File: src/rtl/cache_pkg.sv
// Shared line geometry, controller states and the byte-lane merge helper for the cache.
package cache_pkg;
   localparam int BURST_BEATS = 4;
   localparam int LINE_WORDS  = 8;
   localparam int OFFSET_W    = 5;
   localparam int WORD_SEL_W  = $clog2(LINE_WORDS);
   localparam int BEAT_SEL_W  = $clog2(BURST_BEATS);

   typedef enum logic [2:0] {
      IDLE,
      WB,
      RD_CMD,
      RD_WAIT,
      COMPLETE
   } cache_state_t;

   function automatic logic [31:0] merge_lanes(input logic [31:0] old_word,
                                               input logic [31:0] new_word,
                                               input logic [3:0]  mask);
      logic [31:0] merged;
      merged = old_word;
      for (int i = 0; i < 4; i++) begin
         if (mask[i]) merged[8*i +: 8] = new_word[8*i +: 8];
      end
      return merged;
   endfunction
endpackage

File: src/rtl/cache_line_store.sv
// Per-line valid/dirty/tag state plus the line data array, with byte-lane word
// writes from the CPU side and 64-bit beat writes from refills.
module cache_line_store
   import cache_pkg::*;
#(
   parameter int INDEX_W = 1,
   parameter int TAG_W   = 1
) (
   input  logic                  clk,
   input  logic                  rst_n,
   input  logic [INDEX_W-1:0]    index,
   output logic                  line_valid,
   output logic                  line_dirty,
   output logic [TAG_W-1:0]      line_tag,
   input  logic [WORD_SEL_W-1:0] word_sel,
   output logic [31:0]           rd_word,
   input  logic [BEAT_SEL_W-1:0] beat_sel,
   output logic [63:0]           rd_beat,
   input  logic                  wr_en,
   input  logic [3:0]            wr_mask,
   input  logic [31:0]           wr_data,
   input  logic                  fill_en,
   input  logic [63:0]           fill_data,
   input  logic                  fill_done,
   input  logic [TAG_W-1:0]      fill_tag
);
   localparam int LINES = 1 << INDEX_W;

   logic [LINES-1:0] valid_q;
   logic [LINES-1:0] dirty_q;
   logic [TAG_W-1:0] tag_q  [LINES];
   logic [31:0]      data_q [LINES*LINE_WORDS];

   assign line_valid = valid_q[index];
   assign line_dirty = dirty_q[index];
   assign line_tag   = tag_q[index];
   assign rd_word    = data_q[{index, word_sel}];
   assign rd_beat    = {data_q[{index, beat_sel, 1'b1}], data_q[{index, beat_sel, 1'b0}]};

   // NOTE: sequential state uses non-blocking assignments so every flop samples pre-edge values.
   always_ff @(posedge clk or negedge rst_n) begin
      if (!rst_n) begin
         valid_q <= '0;
         dirty_q <= '0;
      end else begin
         if (fill_done) begin
            valid_q[index] <= 1'b1;
            dirty_q[index] <= 1'b0;
         end
         if (wr_en) dirty_q[index] <= 1'b1;
      end
   end

   // NOTE: tag and data arrays are deliberately not reset; the valid bits gate every use of them.
   always_ff @(posedge clk) begin
      if (fill_en) begin
         data_q[{index, beat_sel, 1'b0}] <= fill_data[31:0];
         data_q[{index, beat_sel, 1'b1}] <= fill_data[63:32];
      end
      if (wr_en) data_q[{index, word_sel}] <= merge_lanes(rd_word, wr_data, wr_mask);
      if (fill_done) tag_q[index] <= fill_tag;
   end
endmodule

File: src/rtl/cache.sv
// Direct-mapped write-back, write-allocate cache between a 32-bit load/store port
// and a 4-beat x 64-bit burst RAM controller.
module cache
   import cache_pkg::*;
#(
   parameter int LineIndexBitWidth = 1,
   parameter int RamDepthBitWidth  = 4,
   parameter int RamAddressingMode = 3
) (
   input  logic                        clk,
   input  logic                        rst_n,
   input  logic                        enable,
   input  logic [3:0]                  write_enable,
   input  logic [31:0]                 address,
   input  logic [31:0]                 data_in,
   output logic [31:0]                 data_out,
   output logic                        data_out_ready,
   output logic                        busy,
   output logic                        br_cmd,
   output logic                        br_cmd_en,
   output logic [RamDepthBitWidth-1:0] br_addr,
   output logic [63:0]                 br_wr_data,
   output logic [7:0]                  br_data_mask,
   input  logic [63:0]                 br_rd_data,
   input  logic                        br_rd_data_valid
);
   localparam int RAM_BYTE_W = RamDepthBitWidth + RamAddressingMode;
   localparam int TAG_W      = RAM_BYTE_W - OFFSET_W - LineIndexBitWidth;

   cache_state_t                 state_q, state_d;
   logic [BEAT_SEL_W-1:0]        beat_q, beat_d;
   logic [WORD_SEL_W-1:0]        lat_word;
   logic [LineIndexBitWidth-1:0] lat_index;
   logic [TAG_W-1:0]             lat_tag;
   logic [31:0]                  lat_data;
   logic [3:0]                   lat_mask;

   logic [WORD_SEL_W-1:0]        req_word, acc_word;
   logic [LineIndexBitWidth-1:0] req_index, acc_index;
   logic [TAG_W-1:0]             req_tag, line_tag;
   logic [31:0]                  acc_data, rd_word;
   logic [3:0]                   acc_mask;
   logic [BEAT_SEL_W-1:0]        beat_sel;
   logic [63:0]                  rd_beat;
   logic                         in_idle, line_valid, line_dirty, hit;
   logic                         do_access, latch_req, issue_wb, wb_next, issue_rd;
   logic                         fill_en, fill_done;

   wire unused_addr_bits = ^{address[31:RAM_BYTE_W], address[1:0]};

   assign req_word  = address[4:2];
   assign req_index = address[OFFSET_W +: LineIndexBitWidth];
   assign req_tag   = address[RAM_BYTE_W-1 -: TAG_W];

   // Outside IDLE the store is addressed by the latched miss request.
   assign in_idle   = (state_q == IDLE);
   assign acc_word  = in_idle ? req_word     : lat_word;
   assign acc_index = in_idle ? req_index    : lat_index;
   assign acc_mask  = in_idle ? write_enable : lat_mask;
   assign acc_data  = in_idle ? data_in      : lat_data;
   assign beat_sel  = in_idle ? '0           : beat_q;
   assign hit       = line_valid && (line_tag == req_tag);

   assign br_data_mask = '0;

   cache_line_store #(
      .INDEX_W (LineIndexBitWidth),
      .TAG_W   (TAG_W)
   ) u_store (
      .clk        (clk),
      .rst_n      (rst_n),
      .index      (acc_index),
      .line_valid (line_valid),
      .line_dirty (line_dirty),
      .line_tag   (line_tag),
      .word_sel   (acc_word),
      .rd_word    (rd_word),
      .beat_sel   (beat_sel),
      .rd_beat    (rd_beat),
      .wr_en      (do_access && (acc_mask != 4'd0)),
      .wr_mask    (acc_mask),
      .wr_data    (acc_data),
      .fill_en    (fill_en),
      .fill_data  (br_rd_data),
      .fill_done  (fill_done),
      .fill_tag   (lat_tag)
   );

   // NOTE: every combinational output gets a default first so no path can infer a latch.
   always_comb begin
      state_d   = state_q;
      beat_d    = beat_q;
      do_access = 1'b0;
      latch_req = 1'b0;
      issue_wb  = 1'b0;
      wb_next   = 1'b0;
      issue_rd  = 1'b0;
      fill_en   = 1'b0;
      fill_done = 1'b0;
      case (state_q)
         IDLE: begin
            if (enable) begin
               if (hit) begin
                  do_access = 1'b1;
               end else begin
                  latch_req = 1'b1;
                  if (line_valid && line_dirty) begin
                     issue_wb = 1'b1;
                     beat_d   = beat_q + BEAT_SEL_W'(1);
                     state_d  = WB;
                  end else begin
                     state_d  = RD_CMD;
                  end
               end
            end
         end
         WB: begin
            wb_next = 1'b1;
            beat_d  = beat_q + BEAT_SEL_W'(1);
            if (beat_q == BEAT_SEL_W'(BURST_BEATS - 1)) state_d = RD_CMD;
         end
         RD_CMD: begin
            issue_rd = 1'b1;
            state_d  = RD_WAIT;
         end
         RD_WAIT: begin
            if (br_rd_data_valid) begin
               fill_en = 1'b1;
               beat_d  = beat_q + BEAT_SEL_W'(1);
               if (beat_q == BEAT_SEL_W'(BURST_BEATS - 1)) begin
                  fill_done = 1'b1;
                  state_d   = COMPLETE;
               end
            end
         end
         COMPLETE: begin
            do_access = 1'b1;
            state_d   = IDLE;
         end
         default: state_d = IDLE;
      endcase
   end

   always_ff @(posedge clk or negedge rst_n) begin
      if (!rst_n) begin
         state_q        <= IDLE;
         beat_q         <= '0;
         lat_word       <= '0;
         lat_index      <= '0;
         lat_tag        <= '0;
         lat_data       <= '0;
         lat_mask       <= '0;
         busy           <= 1'b0;
         data_out       <= '0;
         data_out_ready <= 1'b0;
         br_cmd_en      <= 1'b0;
         br_cmd         <= 1'b0;
         br_addr        <= '0;
         br_wr_data     <= '0;
      end else begin
         state_q   <= state_d;
         beat_q    <= beat_d;
         br_cmd_en <= 1'b0;
         if (in_idle) data_out_ready <= 1'b0;
         if (do_access) begin
            data_out_ready <= (acc_mask == 4'd0);
            if (acc_mask == 4'd0) data_out <= rd_word;
         end
         if (latch_req) begin
            lat_word  <= req_word;
            lat_index <= req_index;
            lat_tag   <= req_tag;
            lat_data  <= data_in;
            lat_mask  <= write_enable;
            busy      <= 1'b1;
         end
         if (state_q == COMPLETE) busy <= 1'b0;
         if (issue_wb) begin
            br_cmd_en  <= 1'b1;
            br_cmd     <= 1'b1;
            br_addr    <= {line_tag, acc_index, {BEAT_SEL_W{1'b0}}};
            br_wr_data <= rd_beat;
         end
         if (wb_next) br_wr_data <= rd_beat;
         if (issue_rd) begin
            br_cmd_en <= 1'b1;
            br_cmd    <= 1'b0;
            br_addr   <= {lat_tag, lat_index, {BEAT_SEL_W{1'b0}}};
         end
      end
   end
endmodule

File: config.mk
export PLATFORM = sky130hd
export DESIGN_NAME = cache
export DESIGN_NICKNAME = d
export VERILOG_FILES = /design/src/rtl/cache_pkg.sv /design/src/rtl/cache_line_store.sv /design/src/rtl/cache.sv
export SDC_FILE = /design/constraint.sdc
export NUM_CORES = 1
export LEC_CHECK = 0
export BUFFER_PORTS_ARGS = -buffer_cell sky130_fd_sc_hd__buf_2
export CORE_MARGIN = 5
export CORE_UTILIZATION = 35
export DETAILED_ROUTE_END_ITERATION = 12
export PLACE_DENSITY = 0.56
export SYNTH_ARGS = -nofsm -noshare
export SYNTH_HDL_FRONTEND = slang
export SYNTH_HIERARCHICAL = 1
export SYNTH_SLANG_ARGS = --single-unit
File: constraint.sdc
create_clock -name clk -period 8.3 [get_ports clk]
set_input_delay 0.415 -clock clk [delete_from_list [all_inputs] [get_ports clk]]
set_output_delay 0.415 -clock clk [all_outputs]
set_load 0.005 [all_outputs]
==> impl_metrics.csv, run 1 <==
group,metric,value,unit
outcome,status,"complete, no violations",
synth,synth-seq-area-share,0.520,
grt,grt_use_total,0.226,
detailed_routing,drc,0,
synth,synth_top_area_share,0.417,
grt,antenna_found_initial,21,
floorplanning,io_pins,248,
power,p_leak,15.0,nW
floorplanning,die_x,335,um
cts,clk_pin_slew_worst_paths,60,ps
sta,skew,23.0,ps
cts,cts_resized,0,
floorplanning,initial_utilization,0.352,
synth,ys_seq_elements,666,
synth,synthesis.area,37000,sq um
worst_setup_path,crit_arrival,6580,ps
sta,worst_pin_slew,1200,ps
synth,netlist_instances,3086,
synth,synth_cell_type_count,57,
worst_setup_path,end_kind,"flip-flop",
sta,maxSlewViolCount,0,
cts,clock_path_buffers,3,
sta,post-route-min-period,6240,ps
power,p_per_area,375,nW/um^2
final_layout,final_cells,4578,
detailed_routing,routed.top_layer,"met5",
detailed_routing,drtAntennaViolNets,0,
detailed_routing,drt-initial-drc-count,3352,
placed_design,io_buffers,210,
sta,maxClockFrequency,160,MHz
sta,slew_headroom,0.199,
final_layout,fin_nets,3249,
detailed_routing,routedLengthMet1,56100,um
sta,finalHoldViolations,0,
detailed_routing,via_count,27074,
placed_design,place_inst,4403,
grt,grt_pass1_vias,26127,
final_layout,drive_above_1_share,0.270,
final_layout,syn_to_final_growth,12.3,%
worst_setup_path,crit_type,"flip-flop to flip-flop",
synth,ys.flop_type,"edfxtp_1",
power,ir_worst_vdd,0.000351,V
synth,yosysTopAreaCell,"edfxtp_1",
cts,cts_root_buf,"clkbuf_16",
floorplanning,dieArea,112000,sq um
worst_setup_path,cp_max_fo,44,
floorplanning,core_region_area,105000,sq um
detailed_routing,dr.pass1.iters,6,
detailed_routing,dr_wl_met2,59100,um
cts,cts_tree,"done",
synth,yosys-top-cells-area,"edfxtp_1, dfrtp_1, mux4_2, mux2_2, mux2i_1",
worst_setup_path,cp-start-kind,"flip-flop",
detailed_routing,wl_per_cell,28.7,um
sta,rsz0062_at_grt,"no",
placed_design,dp_hpwl,78400,um
cts,clock_latency,650,ps
grt,grt_pass1_wl,187000,um
sta,fin_crit_sh,0.752,
sta,fin_tns_setup,0,ps
cts,cts_setup_buffers,0,
detailed_routing,wl_met3,12900,um
grt,grt_max_degree,121,
grt,grt-ovfl-total,0,
synth,async_flop_share,0.228,
floorplanning,num_rows,119,
floorplanning,dieHeight,335,um
flow_run,cap_violations,0,
worst_setup_path,cp.required,8640,ps
hold_path,hold_class,"primary input to flip-flop",
synth,synth.avg_cell_area,12.0,sq um
cts,htree_levels,3,
sta,setup_viol,0,
detailed_routing,avgViaCountPerCell,5.91,
cts,cts.sinks,666,
synth,synth_enable_flop_cells,514,
placed_design,globalplace.congestion,0.804,
detailed_routing,drt-total-wl,131000,um
synth,yosysWarnings,6,
cts,cts_buffers,81,
routing by layer:
metal / global-route usage / up-vias
met2: 0.353 / 1433
met5: 0 / -
met3: 0.0483 / 215
met4: 0.0538 / 14
li1: - / 11836
met1: 0.323 / 13576
final timing paths:
| kind | slack, ps | endpoint | from | cells past startpoint |
|---|---|---|---|---|
| max reg2reg | 2060 | u_store/data_q[5][8] | state_q[1] | 12 |
| min reg2reg | 470 | u_store/valid_q[0] | u_store/valid_q[0] | 1 |
| min | 30 | lat_data[14] | data_in[14] | 2 |
| max in group asynchronous | 6790 | data_out[8] | rst_n | 3 |
| max | 2060 | u_store/data_q[5][8] | state_q[1] | 12 |
| min in group asynchronous | 300 | br_wr_data[58] | rst_n | 2 |
worst max-delay path, stage by stage (launching register included):
cell	delay, ps
dfrtp_1	490
or2_1	390
nor2_4	140
mux2_4	720
mux2_2	450
xor2_1	190
nor4_1	270
a21oi_1	70
nor2_1	620
nand3b_1	710
nor2_4	1130
buf_4	550
a31oi_1	160
power breakdown:
part	leakage [nW]	internal [mW]	switching (mW)	total, mW
combinational	7.22	2.80	4.77	7.57
sequential	6.53	4.26	0.295	4.55
clock	1.23	2.01	1.47	3.47
cell usage after synthesis (44+ instances only):
| master | instances |
|---|---|
| a31oi_1 | 259 |
| o21ai_1 | 128 |
| a22oi_1 | 113 |
| buf_1 | 81 |
| edfxtp_1 | 514 |
| clkbuf_1 | 121 |
| nand3_1 | 44 |
| nor2_1 | 398 |
| mux2i_1 | 256 |
| mux2_2 | 241 |
| nand2_1 | 178 |
| a21oi_1 | 132 |
| dfrtp_1 | 152 |
| buf_2 | 83 |
| mux4_2 | 128 |
cell families after synthesis:
logic type / Yosys count / synth area share
AO/OA/AOI/OAI: 730 / 0.128
AND/OR/NAND/NOR: 703 / 0.0820
flip-flops: 666 / 0.520
multiplexers: 630 / 0.222
buffers and inverters: 352 / 0.0473
XOR/XNOR: 3 / 0.000710
adder cells (fa/ha/maj): 1 / 0.000338
other: 1 / 0.000101
timing repair:
item                       in CTS  in global routing
hold endpoints to repair       68                  0
hold buffers                   17                  0
setup endpoints to repair       0                  0
cell usage in the layout (no fill, tap or decap), types with 29 or more instances in the layout:
cell type	n
mux2i_1	256
a31oi_1	259
mux2_2	238
nor2_1	392
buf_2	209
nand2_1	174
nand3_2	29
o21ai_0	32
a21oi_1	132
mux4_2	128
buf_4	49
o21ai_1	128
dfrtp_1	152
a22oi_1	113
edfxtp_1	514
nand3_1	44
clkbuf_16	82
registers in the layout, summed over array words and instances (netlist names), named ones only:
| register | count |
|---|---|
| br_wr_data | 64 |
| busy | 1 |
| lat_word | 3 |
| lat_mask | 4 |
| u_store/tag_q | 2 |
| lat_tag | 1 |
| data_out | 32 |
| br_addr | 2 |
| u_store/valid_q | 2 |
| beat_q | 2 |
| lat_data | 32 |
| u_store/data_q | 512 |
| br_cmd | 1 |
| state_q | 3 |
| br_cmd_en | 1 |
| lat_index | 1 |
| u_store/dirty_q | 1 |
| data_out_ready | 1 |
area by class of cell:
type                            count  area, sq um
Sequential cell                   666        19200
Clock buffer                      110         2190
Clock inverter                     37          338
Tap cell                         1391         1740
Timing Repair Buffer              280         1680
Fill cell                       10072        63500
Multi-Input combinational cell   2077        16400
Inverter                            6         22.5
Antenna cell                       11         27.5
stage by stage:
stage / total power, mW / util / setup WS [ps] / hold WS, ps / instance area (sq um)
4_1_cts: 15.6 / 0.395 / 2210 / 0.410 / 41600
3_3_place_gp: 12.0 / 0.370 / 2290 / 416 / 38900
3_5_place_dp: 12.1 / 0.370 / 2240 / 418 / 38900
6_report: 15.6 / 0.396 / 2060 / 31.6 / 41600
2_1_floorplan: 9.81 / - / 2280 / 119 / 37100
5_1_grt: 16.2 / 0.396 / 1910 / 12.7 / 41600
(Power assumes the default switching activity.)
==> run 2, diff against run 1 <==
- PLACE_DENSITY: 0.56 -> 0.58
- clock period: 8.3 -> 5.55 ns (I/O delays scaled with it)
==> run 2 against run 1 <==
Effect of this change: clock power grew 51%; final area grew 2.3%; flip-flop and latch count is the same; utilization grew 0.89 points; via count grew 0.58%; sequential share of layout area shrank 1.0 points; clock skew grew 9.2 ps; total power grew 50%; largest power group unchanged; register-to-register slack lost 1300 ps; worst hold slack gained 23 ps; sequential power grew 49%; final cell count grew 1.4%.
==> impl_metrics.csv, run 2 (synthesis gave the netlist of run 1 again) <==
group,metric,value,unit
worst_setup_path,crit_top_cell,"buf_4",
outcome,status,"complete, no violations",
cts,cts_root_buf,"clkbuf_16",
worst_setup_path,end_kind,"flip-flop",
sta,skew,32.2,ps
grt,antenna_found_initial,25,
worst_setup_path,path_cells,"or2_1 > nor2_4 > mux2_4 > mux2_2 > xor2_1 > nor4_1 > a21oi_1 > nor2_1 > buf_4 > nand3_1 > buf_4 > nor3_2 > buf_4 > a31oi_1",
sta,finalHoldViolations,0,
sta,post-route-min-period,4760,ps
final_layout,nFillCells,10000,
sta,rsz0062_at_grt,"no",
worst_setup_path,crit_type,"flip-flop to flip-flop",
grt,grt_pass1_wl,185000,um
worst_setup_path,worstRegToRegCells,14,
floorplanning,core_region_area,105000,sq um
cts,cts.sinks,666,
grt,grt_max_degree,106,
detailed_routing,drt-total-wl,128000,um
grt,grt_most_used_layer,"met2",
detailed_routing,dr.pass1.iters,6,
worst_setup_path,r2r_setup_slack,790,ps
grt,grt_pass1_vias,26484,
hold_path,hold_class,"primary input to flip-flop",
final_layout,post-route-util,0.405,
worst_setup_path,slowest_stage,"buf_4",
sta,worst_pin_slew,1070,ps
cts,htree_levels,3,
placed_design,dp_hpwl,80700,um
final_layout,top_register,"u_store/data_q",
detailed_routing,drtAntennaViolNets,0,
floorplanning,initial_utilization,0.352,
worst_setup_path,cp-start-kind,"flip-flop",
final_layout,syn_to_final_growth,14.9,%
floorplanning,dieHeight,335,um
cts,cts_setup_buffers,0,
placed_design,place_area,39500,sq um
hold_path,min_from,"br_rd_data[53]",
sta,maxClockFrequency,210,MHz
sta,maxSlewViolCount,0,
sta,slew_headroom,0.285,
final_layout,seqCellArea,19200,sq um
worst_setup_path,r2r-start,"state_q[0]",
final_layout,drive_above_1_share,0.278,
floorplanning,die_x,335,um
grt,use_met1,0.307,
power,ir_worst_vdd,0.000469,V
detailed_routing,drc,0,
final_layout,multi_input_area,16400,sq um
power,p_leak,15.4,nW
placed_design,globalplace.congestion,0.830,
power,total_power,23.4,mW
floorplanning,dieArea,112000,sq um
cts,clock_path_buffers,3,
detailed_routing,drt-initial-drc-count,3076,
cts,clk_pin_slew_worst_paths,60,ps
final_layout,reg_top3,"u_store/data_q: 512 flops, br_wr_data: 64 flops",
cts,cts_tree,"done",
floorplanning,io_pins,248,
sta,fin_crit_sh,0.858,
final_layout,final_cell_mix,"edfxtp_1, nor2_1, a31oi_1, mux2i_1, mux2_2",
cts,clock_latency,640,ps
floorplanning,num_rows,119,
worst_setup_path,crit_arrival,5070,ps
worst_setup_path,crit_path_max_incr_delay,820,ps
flow_run,cap_violations,0,
placed_design,io_buffers,210,
final_layout,final_cells,4642,
final_layout,largest_reg_flops,512,
grt,grt-ovfl-total,0,
grt,grt_use_total,0.220,
worst_setup_path,cp.required,5860,ps
worst_setup_path,cp_max_fo,64,
cts,cts_resized,0,
hold_path,worstHoldEndpoint,"u_store/data_q[1][21]",
detailed_routing,wl_per_cell,27.5,um
final_layout,mostFrequentLayoutCell,"edfxtp_1",
worst_setup_path,reg2reg_to,"u_store/data_q[12][1]",
sta,setup_viol,0,
final_layout,fin_nets,3315,
detailed_routing,avgViaCountPerCell,5.87,
power,p_per_area,551,nW/um^2
placed_design,place_inst,4445,
grt,gr-usage-met3,0.0469,
final_layout,final_area,42500,sq um
detailed_routing,via_count,27232,
hold_path,whs_path_depth,3,
cts,cts_buffers,79,
grt,grt_use_met2,0.352,
sta,whs,54.1,ps
[run 2: stage by stage]
stage          TNS, ps  setup WS [ps]
2_1_floorplan   -26410           -275
6_report             0            790
4_1_cts              0            783
5_1_grt              0            511
3_3_place_gp         0            804
3_5_place_dp         0            801
[run 2: area by class of cell]
type                       instances  share of cell area
antenna                            8            0.000471
clock buffer                     113              0.0553
clock inverter                    33             0.00641
inverter                           6            0.000530
multi-input combinational       2077               0.385
sequential                       666               0.452
tap                             1391              0.0409
timing repair buffer             348              0.0595
[run 2: power by group]
part	internal (mW)	switching, mW
registers	6.36	0.434
logic	4.32	7.07
clock network	3.13	2.12
total	13.8	9.63
[run 2: timing repair]
item                       CTS  global route
hold endpoints to repair    95             0
hold buffers                43             0
setup endpoints to repair    0             0
[run 2: per-layer routing]
metal  vias to the layer above  part of all wire
met5                         -            0.0010
met4                        20             0.027
met3                       236             0.097
met2                      1394              0.46
met1                     13622              0.42
li1                      11960                 -
[run 2: critical path, delay by kind of cell (launching register included)]
family	cells	cell delay, ps
buf+inv	3	1310
compound gates	2	280
mux	2	680
xor+xnor	1	190
simple gates	6	1490
flops	1	470
[run 2: worst max path at each step]
stage,from,slack (ps),to
after floorplan,state_q[0],-280,u_store/data_q[5][0]
after detailed placement,state_q[0],800,br_wr_data[46]
after global placement,state_q[0],800,br_wr_data[11]
after CTS,state_q[0],780,br_wr_data[34]
after global routing,state_q[1],510,u_store/data_q[12][1]
final,state_q[0],790,u_store/data_q[12][1]
